File: config.mk
export PLATFORM = sky130hd
export DESIGN_NAME = dram_port_arbiter
export DESIGN_NICKNAME = d
export VERILOG_FILES = /design/src/rtl/dram_port_arbiter.sv
export SDC_FILE = /design/constraint.sdc
export NUM_CORES = 1
export LEC_CHECK = 0
export ABC_AREA = 1
export BUFFER_PORTS_ARGS = -buffer_cell sky130_fd_sc_hd__buf_2
export CELL_PAD_IN_SITES_DETAIL_PLACEMENT = 0
export CELL_PAD_IN_SITES_GLOBAL_PLACEMENT = 2
export CORE_ASPECT_RATIO = 2
export CORE_UTILIZATION = 25
export CTS_CLUSTER_DIAMETER = 100
export CTS_CLUSTER_SIZE = 40
export DETAILED_ROUTE_END_ITERATION = 6
export GPL_ROUTABILITY_DRIVEN = 0
export PLACE_DENSITY_LB_ADDON = 0.2
export SYNTH_ARGS = -nofsm -noshare
export SYNTH_HDL_FRONTEND = slang
export SYNTH_SLANG_ARGS = --single-unit
export TNS_END_PERCENT = 1
File: constraint.sdc
create_clock -name Clk1 -period 1.8 [get_ports Clk1]
set_input_delay 0 -clock Clk1 [delete_from_list [all_inputs] [get_ports Clk1]]
set_output_delay 0 -clock Clk1 [all_outputs]
set_load 0.03 [all_outputs]
File: src/rtl/dram_port_arbiter.sv
// Burst arbiter that shares one DRAM port between the core (M0) and a host loader (M1).
// Round-robin per burst by default; define DRAM_ARB_FIXED_PRIO_EN to make M0 always win ties.
module dram_port_arbiter #(
  parameter int AW     = 16,
  parameter int DW     = 16,
  parameter int RD_LAT = 1
) (
  input  logic          Clk1,
  input  logic          Reset,

  input  logic          M0_Req,
  input  logic          M0_Wr,
  input  logic [AW-1:0] M0_Addr,
  input  logic [3:0]    M0_Len,
  input  logic [DW-1:0] M0_WData,
  output logic          M0_Gnt,
  output logic          M0_WAck,
  output logic          M0_RValid,
  output logic [DW-1:0] M0_RData,
  output logic          M0_Done,

  input  logic          M1_Req,
  input  logic          M1_Wr,
  input  logic [AW-1:0] M1_Addr,
  input  logic [3:0]    M1_Len,
  input  logic [DW-1:0] M1_WData,
  output logic          M1_Gnt,
  output logic          M1_WAck,
  output logic          M1_RValid,
  output logic [DW-1:0] M1_RData,
  output logic          M1_Done,

  output logic [AW-1:0] Addr,
  output logic          RD,
  output logic          WR,
  output logic [DW-1:0] DataOut,
  input  logic [DW-1:0] DataIn,
  output logic          Busy
);

  // state | meaning
  // IDLE  | no burst owns the port; arbitrate pending requests
  // GRANT | Gnt pulse; latch base address, direction and length
  // ISSUE | one DRAM access per cycle, base + i
  // DRAIN | wait for outstanding read words (one cycle for writes); Done pulse
  typedef enum logic [1:0] {IDLE, GRANT, ISSUE, DRAIN} state_t;

  state_t        state, state_nxt;
  logic          sel;          // 0 = M0, 1 = M1
  logic          pick;
  logic          wr_q;
  logic [3:0]    cnt;
  logic [3:0]    ret_cnt;
  logic [AW-1:0] cur_addr;
  logic [AW-1:0] hold_addr;
  logic          rvalid_q;
  logic [DW-1:0] rdata_q;
  logic          issue_rd;
  logic          issue_wr;
  logic          capture;
  logic          done_pulse;
  logic          any_req;

  assign any_req = M0_Req | M1_Req;

`ifdef DRAM_ARB_FIXED_PRIO_EN
  assign pick = ~M0_Req;
`else
  logic last;   // requester served most recently

  always_comb begin
    pick = M1_Req;
    if (M0_Req && M1_Req) pick = ~last;
  end

  always_ff @(posedge Clk1 or negedge Reset) begin
    if (!Reset)              last <= 1'b1;
    else if (state == GRANT) last <= sel;
  end
`endif

  assign issue_rd   = (state == ISSUE) && !wr_q;
  assign issue_wr   = (state == ISSUE) && wr_q;
  assign done_pulse = (state == DRAIN) && (wr_q || (rvalid_q && ret_cnt == 4'd0));

  always_comb begin
    state_nxt = state;
    case (state)
      IDLE:    if (any_req) state_nxt = GRANT;
      GRANT:   state_nxt = ISSUE;
      ISSUE:   if (cnt == 4'd0) state_nxt = DRAIN;
      DRAIN:   if (done_pulse) state_nxt = IDLE;
      default: state_nxt = IDLE;
    endcase
  end

  // Read-return alignment: capture marks the cycle in which DataIn holds a valid word.
  generate
    if (RD_LAT == 0) begin : g_lat0
      assign capture = issue_rd;
    end else begin : g_latn
      logic [RD_LAT-1:0] rd_pipe;

      always_ff @(posedge Clk1 or negedge Reset) begin
        if (!Reset) begin
          rd_pipe <= '0;
        end else begin
          rd_pipe[0] <= issue_rd;
          for (int i = 1; i < RD_LAT; i++) rd_pipe[i] <= rd_pipe[i-1];
        end
      end

      assign capture = rd_pipe[RD_LAT-1];
    end
  endgenerate

  always_ff @(posedge Clk1 or negedge Reset) begin
    if (!Reset) begin
      state     <= IDLE;
      sel       <= 1'b0;
      wr_q      <= 1'b0;
      cnt       <= 4'd0;
      ret_cnt   <= 4'd0;
      cur_addr  <= '0;
      hold_addr <= '0;
      rvalid_q  <= 1'b0;
      rdata_q   <= '0;
    end else begin
      state    <= state_nxt;
      rvalid_q <= capture;
      if (capture) rdata_q <= DataIn;
      if (rvalid_q && ret_cnt != 4'd0) ret_cnt <= ret_cnt - 4'd1;

      if (state == IDLE && any_req) sel <= pick;

      if (state == GRANT) begin
        wr_q     <= sel ? M1_Wr   : M0_Wr;
        cur_addr <= sel ? M1_Addr : M0_Addr;
        cnt      <= sel ? M1_Len  : M0_Len;
        ret_cnt  <= sel ? M1_Len  : M0_Len;
      end

      if (state == ISSUE) begin
        cur_addr  <= cur_addr + AW'(1);
        hold_addr <= cur_addr;
        if (cnt != 4'd0) cnt <= cnt - 4'd1;
      end
    end
  end

  // Addr keeps showing the last issued address outside ISSUE.
  assign Addr    = (state == ISSUE) ? cur_addr : hold_addr;
  assign RD      = issue_rd;
  assign WR      = issue_wr;
  assign DataOut = issue_wr ? (sel ? M1_WData : M0_WData) : '0;
  assign Busy    = (state != IDLE);

  assign M0_Gnt    = (state == GRANT) && !sel;
  assign M1_Gnt    = (state == GRANT) &&  sel;
  assign M0_WAck   = issue_wr && !sel;
  assign M1_WAck   = issue_wr &&  sel;
  assign M0_RValid = rvalid_q && !sel;
  assign M1_RValid = rvalid_q &&  sel;
  assign M0_RData  = sel ? '0 : rdata_q;
  assign M1_RData  = sel ? rdata_q : '0;
  assign M0_Done   = done_pulse && !sel;
  assign M1_Done   = done_pulse &&  sel;

endmodule

# After elaboration in Yosys (flattened, before gate mapping)
# Index checks and enable logic that the tools add are counted.
op_classes:
  div_mod_pow: 0
  n_eq_ne: 6
  order_cmp: 0
  muxes: 20
  reduce_logical: 27
  n_mul: 0
  bitwise: 2
  shifts: 0
  n_addsub: 3
op_table:
  columns: ["op", "n"]
  rows:
  - ["16-bit 2-to-1 mux", 8]
  - ["4-bit 2-to-1 mux", 6]
  - ["16-bit by 1-bit adder with 16-bit output, second input constant", 1]
  - ["1-bit logical AND", 15]
  - ["4-bit logical NOT", 2]
  - ["2-bit case mux with 4 select lines", 1]
  - ["4-bit nonzero test", 2]
  - ["4-bit by 1-bit subtractor with 4-bit output, second input constant", 2]
  - ["2-bit 2-to-1 mux", 3]
  - ["2-bit nonzero test", 3]
  - ["2-bit == test, second input constant", 2]
  - ["2-bit != test, second input constant", 2]
  - ["3-bit AND reduction", 1]
  - ["2-bit by 1-bit == test with 1-bit output, second input constant", 1]
  - ["1-bit logical NOT", 2]
  - ["2-bit logical NOT", 1]
  - ["1-bit 2-to-1 mux", 2]
  - ["2-bit by 1-bit != test with 1-bit output, second input constant", 1]
  - ["1-bit logical OR", 1]
  - ["1-bit inverter", 1]
  - ["1-bit bitwise OR", 1]
totals:
  n_memories: 0
  romBits: 0
  reg_bits: 63
  elab_cells: 69
  latchBits: 0
  in_bits: 94
  ram_bits: 0

# Longest topological paths before layout
# Gate-level depths: netlist of the first run.
depth:
  depth_word: 6
  ltp_mapped: 10

# Least setup slack after synthesis of the first run
# No wires, ideal clock.
synth_timing:
  path_kind: "reg2reg"
  startpoint: "register state[0]"
  endpoint: "register hold_addr[11]"
  path_stages_with_launch: 7
  n_path_buf: 2
  required_time_ns: 1.593
  slack_ns: -0.243
  arrival_time_ns: 1.837
  setup_time_ns: 0.207
  path_cell_list: "dfrtp_1 -> inv_1 -> ha_1 -> inv_2 -> buf_2 -> buf_2 -> o21ai_0"
synth_via:
  elab_chain_len: 2
synth_rtl:
  columns: ["item", "line_no", "source"]
  rows:
  - ["start: declaration", "48", "state_t state, state_nxt;"]
  - ["start signal: assignment", "129", "state <= state_nxt;"]
  - ["2-bit == test", null, null]
  - ["16-bit 2-to-1 mux", null, null]
  - ["named net Addr[11]", "33", "output logic [AW-1:0] Addr,"]
  - ["end signal: assignment", "145", "hold_addr <= cur_addr;"]
  - ["end: declaration", "55", "logic [AW-1:0] hold_addr;"]
# The timed path passes the listed nets, and every way through them passes these cells.
# A chain may end at the register's enable or synchronous reset.

# Final worst setup path of the first run
layout_timing:
  startpoint: "register sel"
  endpoint: "output DataOut[3]"
layout_via:
  elab_chain_len: 2
layout_rtl:
  columns: ["item", "line_no", "source"]
  rows:
  - ["start: declaration", "49", "logic sel;"]
  - ["start signal: assignment", "134", "if (state == IDLE && any_req) sel <= pick;"]
  - ["16-bit 2-to-1 mux (2 in series)", "155", "assign DataOut = issue_wr ? (sel ? M1_WData : M0_WData) : '0;"]
  - ["end: declaration", "36", "output logic [DW-1:0] DataOut,"]
# No other way between the ends.

==> impl_summary.md, run 1 <==
Logic synthesis
The sequential-to-total area share from yosys stat is 41.9%. The multiplexer area fraction after synthesis is 0%. By area, the combinational part of the netlist is dominated by simple AND/OR/NAND/NOR gates.

For this run, asynchronously set or reset flops after synthesis account for 100%. The unique cell type count in the Yosys netlist is 31. Summing the areas of all xor and xnor instances in the mapped netlist gives 0.698% of the synthesized area. The number of nets handed over by synthesis was 620. The synthesized-area fraction occupied by ao, oa, aoi and oai cells is 18.1%. The flop and latch count out of synthesis is 63.

The synthesized netlist occupies a cell area of 0.00376 mm2. The most frequently used flop master after synthesis is dfrtp_1. Synthesis produced a netlist whose cell count is 519.

The number of enable-type register cells in the synthesized netlist is 0. The Yosys step of the flow raised 0 warnings. The share of synthesized cell area in and, or, nand and nor gates is 25.6%.

After Yosys synthesis, full adders, half adders and majority gates account for 2.33% of the synthesized area. The mean instance size in the synthesized netlist is 7.25 um2.

Route
After detailed routing, the average wire length per cell comes to 14.4 um. The first TritonRoute pass finished after 4 iterations. The routed design has 13200 um of wire.

The count of antenna-violating nets left after detailed routing is 0. Using the TritonRoute via totals, the vias-per-cell ratio works out to 4.41. The via total after detailed routing is 4045. The detailed router finished its first iteration with 135 violations.

After detailed routing, the number of remaining DRC violations is 0.

Clock tree
The longest clock path from root to sink contains 2 buffers. Clock-pin slew was measured on the worst setup and hold paths at 0.05 ns. The tree is rooted in a clkbuf_16. The clock tree synthesis step divided the H-tree into 3 levels.

The clock reaches the later pin of the worst-skew pair after 0.33 ns. The clock sink count is 63. TritonCTS built the clock tree. In this run, CTS created clock tree buffers numbering 9.

Timing
Setup violations remaining at the end of the flow were counted as 0. Setup repair after global routing could not meet its margin everywhere. In the final timing run, aggregate negative setup slack is 0 ns. The smallest clock period supported by the final layout is computed as 1.72 ns. In this run the tightest slew margin relative to its limit is 63.0%.

The achievable clock frequency is 0.580 GHz. The slew of the pin with the lowest slew margin is 0.555 ns. The number of hold violations in the final report is 0.

Between clock sinks in the finished design, the worst skew comes to 0.00646 ns. Of the available clock period, the critical path in the final layout requires 95.7%. The number of pins with negative max-slew slack in the final report is 0.

The post-route worst hold slack is 0.0268 ns.

Critical path
The worst path arrival time is 1.72 ns. The worst setup path is of the register to primary output kind. The largest individual stage delay along the critical path comes from the cell dfrtp_2. The largest fanout on the critical path is 34. The worst setup path is launched from a register. Among the stages of the critical path, the cell type that occurs most often is buf_12. The critical path goes through buf_12 -> nor2_4 -> buf_12 -> a22o_1 -> buf_4. The startpoint of the worst-slack reg-to-reg timing path is state[1]. The largest single stage delay on the critical path is 0.53 ns. The origin of the worst setup path is sel.

The kind of end point of the critical path is a primary output. The required time reported for the critical path endpoint is 1.80 ns.

Final layout
The area growth from synthesis to layout is 48.2%. The total inserted antenna cells is 0. The final net count is 819. The fraction of the core area covered by cells at the end of the flow is 37.8%. The count of filler cells inserted in the layout is 1588. For this run, the number of standard cells in the final layout without fillers is 918. The fraction of final layout cells sized beyond drive strength 1 is 32.6%.

GRT
The maximum number of pins on one net before global-route repair is 48. The number of global-route vias before repair is 4050. Summed over all layers, the global routing overflow is 0. The initial antenna violation count is 0. The first global-routing pass estimated 20400 um of wire. Global routing consumed, over all layers together, 17.6% of the routing resources.

Placed design
The detailed placement HPWL is 9920 um. The quantity of I/O buffers inserted on ports is 168. The cell count after placement is 874.

Die
The floorplan has 63 rows. The initial standard-cell utilization of the core is 25.5%. The number of top-level pins is 169. The placeable core area is 0.0147 mm2. The floorplan step set the die height to 175 um. The width of the die is 88.7 um. The die covers 0.0156 mm2.

Outcome
The flow ran to the end, and the final reports show no timing, DRC or antenna violations.

Power and ir drop
The static leakage is 3.04 nW. For this design the ratio of total power to cell area is 2080 mW/mm2. The peak supply drop is 0.802 mV. The final total power is 11.6 mW.

Flow run
The tool flagged a number of max-cap violations equal to 0.

Min path
The tightest min-delay check is of the input pin to register type. In this run the most critical hold path is launched from M0_Len[2].
[metrics by stage]
step / area (um2) / worst slack (ns)
after CTS: 5510 / -0.0564
after detailed placement: 4860 / 0.121
after global placement: 4860 / 0.211
final: 5580 / 0.0770
after floorplan: 3760 / -0.243
after global routing: 5580 / -0.0348
[what timing repair did]
action | CTS | global route
hold buffers | 23 | 0
cloned | 0 | 1
setup buffers | 3 | 1
gates resized for setup | 40 | 13
endpoints found under the setup margin | 33 | 35
hold endpoints to repair | 34 | 0
pin swaps | 2 | 3
[registers in the layout, indices dropped and copies added, names as in the netlist, 2 cells and up]
signal and cells:
hold_addr 16, cnt 4, rdata_q 16, state 2, cur_addr 16, ret_cnt 4
[final cells by class]
cell class	instances	area, um2	area share [%]
Clock buffer	12	246	4.42
Clock inverter	4	45.0	0.808
Inverter	80	303	5.43
Multi-Input combinational cell	354	1790	32.1
Sequential cell	63	1580	28.3
Tap cell	195	244	4.38
Timing Repair Buffer	210	1370	24.5
[placed cells by master, fill, tap and decap left out, drive strengths merged, types with 2 or more instances in the layout]
cell type	count
inv	79
nand3	23
o21ai	60
clkinv	4
a21oi	29
xnor2	2
nand4	2
dfrtp	62
buf	185
clkbuf	14
nor2	61
a22o	16
nand2	140
nor3	2
o211ai	3
a22oi	5
dlygate4sd3	23
ha	7
a31oi	3
[critical path, delay by kind of cell (launching register included)]
kind / cells / cell delay (ns)
AO/OA/AOI/OAI: 1 / 0.21
buffers and inverters: 3 / 0.57
flip-flops: 1 / 0.53
AND/OR/NAND/NOR: 1 / 0.08
[per-layer routing]
metal / vias up / GRT usage (%) / wire length [um]
li1: 2046 / - / -
met1: 1884 / 18.5 / 5120
met2: 100 / 33.5 / 7420
met3: 15 / 2.68 / 457
met4: 0 / 6.59 / 255
met5: - / 0 / 0
[cells in the mapped netlist, types with 6 or more instances]
| cell type | number | area, um2 |
|---|---|---|
| nand2_2 | 6 | 37.5 |
| inv_2 | 7 | 26.3 |
| dfrtp_1 | 62 | 1550 |
| ha_1 | 7 | 87.6 |
| o21ai_0 | 46 | 230 |
| o21ai_1 | 13 | 65.1 |
| nand2_1 | 134 | 503 |
| buf_2 | 9 | 45.0 |
| nand3_1 | 21 | 105 |
| nor2_1 | 53 | 199 |
| clkbuf_1 | 7 | 26.3 |
| inv_1 | 72 | 270 |
| a21oi_1 | 27 | 135 |
| a22o_1 | 16 | 140 |
[power by group]
group	switching [mW]	total, mW	internal (mW)
clock	0.634	1.74	1.10
combinational	4.76	7.15	2.39
sequential	0.537	2.71	2.18
[worst paths after layout]
check | cells after the start | endpoint | slack (ns)
min in group asynchronous | 2 | rdata_q[15] | 0.21
hold reg to reg | 2 | hold_addr[5] | 0.47
setup reg to reg | 8 | cnt[1] | 0.19
hold / removal | 3 | cnt[2] | 0.03
max in group asynchronous | 3 | last | 0.92
setup / recovery | 5 | DataOut[3] | 0.08
[logic make-up after synthesis]
family / count (synthesis)
AO/OA/AOI/OAI: 116
AND/OR/NAND/NOR: 228
flip-flops: 63
XOR/XNOR: 3
adder cells (fa/ha/maj): 7
buffers and inverters: 102
No activity file was read; power rests on OpenSTA's default activity.
==> inputs of run 2 (changes only) <==
--- a/config.mk
+++ b/config.mk
@@ -9,7 +9,6 @@
 export BUFFER_PORTS_ARGS = -buffer_cell sky130_fd_sc_hd__buf_2
 export CELL_PAD_IN_SITES_DETAIL_PLACEMENT = 0
 export CELL_PAD_IN_SITES_GLOBAL_PLACEMENT = 2
-export CORE_ASPECT_RATIO = 2
 export CORE_UTILIZATION = 25
 export CTS_CLUSTER_DIAMETER = 100
 export CTS_CLUSTER_SIZE = 40
==> run 2 against run 1 <==
Against the previous run: cell count is 1.6% lower; maximum frequency is 0.24% higher; critical path depth unchanged; critical path type unchanged; highest routed layer unchanged.
==> impl_summary.md, run 2 (synthesis results as in run 1) <==
Outcome
The flow ran to the end, and the final reports show no timing, DRC or antenna violations.

Power and ir drop
Across the VDD grid, the largest voltage drop is 0.848 mV. Per report_power, the sequential group accounts for 23.9% of the total. The clock network is responsible for 14.4% of the overall power. The internal power contribution is 5.45 mW. Summed over all nets, the switching power comes to 5.76 mW. The switching power share of the total is 51.4%.

Of the total power, combinational logic draws 61.6%. The areal power density over the cells is 2050 mW/mm2. The final total power is 11.2 mW. The static leakage is 3.00 nW.

GRT
The initial antenna violation count came to 0. Global routing consumed, over all layers together, 16.1% of the routing resources. The number of global-route vias before repair is 4031. The global-route wire length before repair is 19700 um. The maximum number of pins on one net before global-route repair is 64.

The total overflow reported by the global router is 0.

Final layout
After the flow finishes, the layout carries non-filler instances totaling 903. The largest registers in the layout are cur_addr x16, hold_addr x16, rdata_q x16. The fraction of final layout cells sized beyond drive strength 1 is 32.1%. The top cell types in the final layout, fill and taps aside, are buf_2, nand2_1, inv_1, dfrtp_1, nor2_1.

The library cell used most frequently in the layout, excluding fill and tap cells, is buf_2. The final net count is 815. Compared with the post-synthesis result, the final layout area differs by 45.2%. The number of antenna diodes in the final layout is 0. The fraction of the core area covered by cells at the end of the flow is 37.4%.

Critical path
The critical path in this run is classified as register to primary output. STA classifies the critical path startpoint as a register. The kind of end point of the critical path is a primary output. The depth of the worst register-to-register path is 6. The required time reported for the critical path endpoint is 1.80 ns.

The largest fanout on the critical path is 17. The worst path arrival time is 1.72 ns.

Route
In the final routed layout, each cell accounts on average for 13.3 um. The starting DRC count in detailed routing is 154. The post-detailed-route DRC marker count is 0. The total detailed-routing wirelength is 12000 um. The via total after detailed routing is 3964. In the routed layout, each cell is associated on average with a via count of 4.39. The detailed-routing iteration count for the pre-antenna-repair pass is 4. The count of antenna-violating nets left after detailed routing is 0.

Placed design
The quantity of I/O buffers inserted on ports is 168. The detailed placement HPWL is 9030 um. The cell count after placement is 861.

Die
The floorplan step defined a die boundary enclosing 0.0155 mm2. The floorplan has 44 rows. The initial utilization of the core area, before any placement, comes to 25.8%. Measured along the x axis, the die boundary spans 125 um. The y dimension of the die is 125 um.

During I/O placement, the number of pins put on the boundary was 169. The placeable core area is 0.0146 mm2.

Timing
Setup repair after global routing could not meet its margin everywhere. The number of pins with negative max-slew slack in the final report is 0. The number of hold violations in the final report is 0.

Counting I/O delays and the setup requirement, the final critical path takes 1.72 ns. The achievable clock frequency is 0.582 GHz. The post-route worst hold slack is 0.00793 ns. For the pin with the worst max-slew slack, the measured transition is 0.387 ns.

The final-report setup violation count is 0. The part of the cycle the worst path needs is 95.5%. The maximum clock skew at final layout is 0.00688 ns. For the final routed database, the setup TNS stands at 0 ns. The remaining max-slew budget at the tightest pin is 74.2%.

Clock tree
The clock input transition at the sequential cells of the worst setup and hold paths is 0.05 ns. The clock net in this run drives a total of 63 sinks. The CTS tree is built.

The number of CTS-inserted buffers is 9. Clock latency on the worst-skew pair, taken at its later pin, is 0.33 ns. The buffer type at the clock tree root is clkbuf_16.

The clock passes through at most 2 buffers. The H-tree depth reported by CTS is 3.

Flow run
The tool flagged a number of max-cap violations equal to 0.

Min path
The type of the worst min-delay path is input pin to register. The worst hold path was traced through 3 stages.
-- run 2: changes by cell type in the layout (fill, tap and decap cells not counted), sizes merged --
| cell | change |
|---|---|
| bufinv | -1 |
| clkbuf | +4 |
| clkinv | +1 |
| buf | -8 |
-- run 2: power by group through the flow --
stage                     Combinational, mW  Sequential, mW  Clock [mW]
after floorplan                        4.90            2.56           0
after global placement                 6.60            2.69           0
after detailed placement               6.64            2.69           0
after CTS                              6.90            2.68        1.68
after global routing                   7.76            2.80        1.74
final                                  6.91            2.68        1.62
-- run 2: path summary, 6_finish.rpt --
| check | slack, ns | end | startpoint |
|---|---|---|---|
| max | 0.08 | DataOut[7] | sel |
| min | 0.008 | cur_addr[3] | M1_Addr[3] |
| max reg2reg | 0.17 | sel | state[1] |
| min reg2reg | 0.38 | rvalid_q | capture |
| max in group asynchronous | 1.28 | last | Reset |
| min in group asynchronous | 0.22 | hold_addr[4] | Reset |
-- run 2: layout make-up --
type / count / area (um2)
Clock buffer: 12 / 256
Clock inverter: 4 / 20.0
Fill cell: 1555 / 9130
Inverter: 80 / 300
Multi-Input combinational cell: 354 / 1780
Sequential cell: 63 / 1580
Tap cell: 184 / 230
Timing Repair Buffer: 206 / 1290
-- run 2: stage by stage --
stage / setup slack (ns) / cell area, um2
after floorplan: -0.243 / 3760
after global placement: 0.162 / 4810
after detailed placement: 0.134 / 4810
after CTS: -0.0421 / 5400
after global routing: -0.0267 / 5460
final: 0.0811 / 5460
-- run 2: critical path, cell delays in order, from the launching register on --
cell and delay, ns:
dfrtp_2 0.48, inv_2 0.32, nor2_4 0.06, buf_12 0.15
a22o_1 0.20, clkbuf_4 0.18
-- run 2: repair_timing --
item	in CTS	in global routing
hold buffers	23	0
buffers inserted	2	1
pin swaps	2	0
hold endpoints to repair	82	0
cloned	0	0
resized for setup	25	21
endpoints found under the setup margin	36	29
-- run 2: layer usage --
metal	wire length, um	track usage (%)	part of all wire (%)
met5	0	0	0
met4	265	6.87	2.2
met3	805	3.57	6.7
met2	5760	27.8	48
met1	5160	19.1	43
==> inputs of run 3 (changes only) <==
--- a/config.mk
+++ b/config.mk
@@ -5,11 +5,10 @@
 export SDC_FILE = /design/constraint.sdc
 export NUM_CORES = 1
 export LEC_CHECK = 0
-export ABC_AREA = 1
 export BUFFER_PORTS_ARGS = -buffer_cell sky130_fd_sc_hd__buf_2
 export CELL_PAD_IN_SITES_DETAIL_PLACEMENT = 0
 export CELL_PAD_IN_SITES_GLOBAL_PLACEMENT = 2
-export CORE_UTILIZATION = 25
+export CORE_UTILIZATION = 27
 export CTS_CLUSTER_DIAMETER = 100
 export CTS_CLUSTER_SIZE = 40
 export DETAILED_ROUTE_END_ITERATION = 6
==> run 3 against run 2 <==
Against the previous run: critical path depth did not move; maximum frequency about the same; via count down 15%; non-clock buffer count grew 3; critical path type unchanged; global-route usage shrank 1.3 points; worst setup slack about the same.
==> impl_summary.md, run 3 <==
Final layout
The top cell types in the final layout, fill and taps aside, are buf_2, dfrtp_1, mux2_2, mux2i_1, nor2_1. The footprint of the flip-flops and latches is 0.00158 mm2. Leaving out fill and tap cells, the most frequent cell in the layout is buf_2. In the final layout, the registers with the most flip-flops are cur_addr x16, hold_addr x16, rdata_q x16.

The number of antenna diodes in the final layout is 0. The count of filler cells inserted in the layout is 1342. The fraction of final layout cells sized beyond drive strength 1 is 45.5%. The final design area excluding fillers is 0.00543 mm2. For this run, the post-layout net count is 670. The multi-input combinational cells in the finished layout cover a total of 0.00200 mm2. The layout overhead on the synthesized area is 44.7%. The number of cells in the finished layout apart from fillers is 750.

Timing
The smallest clock period supported by the final layout is computed as 1.72 ns. For the pin with the worst max-slew slack, the measured transition is 0.329 ns. Setup violations remaining at the end of the flow were counted as 0. The post-route worst setup slack is 0.0808 ns.

Of the available clock period, the critical path in the final layout requires 95.5%. In this run the tightest slew margin relative to its limit is 77.8%. The number of pins with negative max-slew slack in the final report is 0. Static timing analysis puts the maximum clock frequency at 0.582 GHz. On the final layout, the worst clock skew is 0.00470 ns.

Setup repair after global routing could not meet its margin everywhere. The number of hold violations in the final report was 0.

Min path
The worst hold path terminates at wr_q. The type of the worst min-delay path is input pin to register. The worst hold path passes through 3 cells. The startpoint of the most critical hold path is M1_Wr.

Route
The post-detailed-route DRC marker count is 0. The count of antenna-violating nets left after detailed routing is 0. The first TritonRoute pass finished after 4 iterations. The routed design has 10200 um of wire. The routed via count divided by cell count is 4.49. The wire length per cell is 13.6 um. The starting DRC count in detailed routing is 101. The via total after detailed routing is 3365.

Placed design
The HPWL after detailed placement is 7240 um. The quantity of I/O buffers inserted on ports is 168. In this run the cell area measured after placement is 0.00488 mm2. At the placement stage, the worst setup path has a slack of 0.161 ns. Once placement completed, the tool counted placed cells totaling 712.

Critical path
The worst setup path is captured at a primary output. The critical path class is register to primary output. At the worst endpoint, the required time is 1.80 ns. The largest fanout on the critical path is 18. The category of the worst setup path launch point is a register. For the worst setup path, the data arrival time is 1.72 ns.

Measured in cells, the most critical reg-to-reg path has a length of 6. The startpoint of the worst-slack reg-to-reg timing path is state[0]. The flop-to-flop setup slack is 0.10 ns. The worst register-to-register path ends at sel.

Logic synthesis
Synthesis produced a netlist with a net count of 473. Each instance of the synthesized netlist takes up on average 10.1 um2. Yosys printed 0 warnings.

The share of synthesized area in the top cell type comes to 41.4%. The fraction of registers with async set or reset after synthesis is 100%. Synthesis produced 372 cells. Counting distinct cell types in the post-synthesis netlist gives 50. Summing every instance area after synthesis gives 0.00375 mm2. The sequential-to-total area share from yosys stat is 42.1%. In this run, synthesis produced a sequential element count of 63. The number of enable-type register cells in the synthesized netlist is 0. The most frequently used flop master after synthesis is dfrtp_1. Yosys attributes the largest share of cell area to dfrtp_1, mux2_2, mux2i_1. The most instantiated library cell after synthesis is dfrtp_1.

The synthesized design spends more area on one cell type than any other, namely dfrtp_1. Counting instances in the post-synthesis netlist gives the leading cell types as dfrtp_1, mux2_2, mux2i_1, nor2_1, nand2_1.

GRT
The first global-routing pass estimated 16800 um of wire. The total overflow reported by the global router is 0. Entering global routing, the biggest net connects 51 pins.

Global routing used 14.7% of the available tracks across all layers. The initial antenna violation count is 0. The number of global-route vias before repair was 3348.

Die
The placeable core area is 0.0134 mm2. Measured along the y axis, the die boundary spans 120 um. The area enclosed by the die boundary is 0.0144 mm2. During I/O placement, the number of pins put on the boundary was 169. The initial standard-cell utilization of the core is 28.0%. In this run the horizontal extent of the chip is 120 um. In this run the core area contains 42 standard-cell rows.

Outcome
The run finished with clean final reports.

Flow run
The max-capacitance violation count is 0.

Clock tree
The tree is rooted in a clkbuf_16. The longest clock path from root to sink contains 2 buffers. The clock sink count is 63. The CTS tree is built. The H-tree depth reported by CTS is 3. The clock network latency to the later pin of the worst-skew pair is 0.32 ns. The number of clock buffers added by TritonCTS is 9. After clock tree synthesis, the clock-pin slew on the worst setup and hold paths is 0.05 ns.

Power and ir drop
IR analysis of the VDD net gives a maximum drop of 1.02 mV. The static leakage is 2.67 nW. The areal power density over the cells is 2160 mW/mm2.
[run 3: through the flow]
stage          setup TNS, ns  power (mW)  hold slack, ns  utilization, %
5_1_grt                    0        12.7          0.0156            40.5
4_1_cts                    0        11.9         0.00115            40.5
3_5_place_dp               0        9.90         -0.0763            36.4
2_1_floorplan         -0.276        7.88          -0.296               -
3_3_place_gp               0        9.80         -0.0720            36.4
6_report                   0        11.7         0.00728            40.5
[run 3: layout make-up]
cell class                 count  share of cell area, %
clock inverter                 4                  0.830
tap                          176                   4.06
inverter                      18                   1.25
multi-input combinational    268                   36.9
sequential                    63                   29.1
timing repair buffer         209                   23.2
clock buffer                  12                   4.54
[run 3: cells by family (layout without fill, tap and decap cells)]
family | count (synthesis) | in the layout | share of synthesized area (%)
compound gates | 59 | 59 | 9.78
mux | 79 | 79 | 22.6
buf+inv | 41 | 243 | 4.80
fa+ha+maj | 7 | 7 | 2.34
xor+xnor | 2 | 2 | 0.467
flops | 63 | 63 | 42.1
simple gates | 121 | 121 | 18.0
[run 3: power breakdown]
group          internal [mW]  switching [mW]  total, mW  leakage (nW)
sequential              2.19           0.605       2.79         0.738
clock                   1.10           0.612       1.71         0.146
combinational           2.93            4.30       7.23          1.79
[run 3: worst max-delay path: stages (launching register included)]
cell and delay, ns:
dfrtp_1 0.38, inv_1 0.11, ha_4 0.19, buf_12 0.17, mux2_2 0.36, buf_2 0.18
[run 3: worst max-delay path by stage]
stage	startpoint	end	slack (ns)	cells past startpoint
2_1_floorplan	state[0]	hold_addr[0]	-0.09	5
3_3_place_gp	state[0]	cur_addr[3]	0.21	6
3_5_place_dp	state[0]	cur_addr[3]	0.16	6
4_1_cts	state[0]	Addr[13]	0.03	5
5_1_grt	state[1]	sel	0.0009	6
6_report	state[0]	Addr[13]	0.08	5
[run 3: layer usage]
metal,part of all wire [%],global-route usage [%],vias to the layer above
met1,48,19.9,1550
met2,46,23.8,109
met3,5.5,3.04,8
met5,0,0,-
li1,-,-,1698
met4,1.0,4.22,0
[run 3: what timing repair did]
item | 4_1_cts | 5_1_grt
gates cloned | 1 | 0
hold endpoints to repair | 80 | 0
setup buffers | 2 | 0
gates resized for setup | 1 | 4
endpoints found under the setup margin | 25 | 6
pin swaps | 0 | 1
hold buffers | 19 | 0
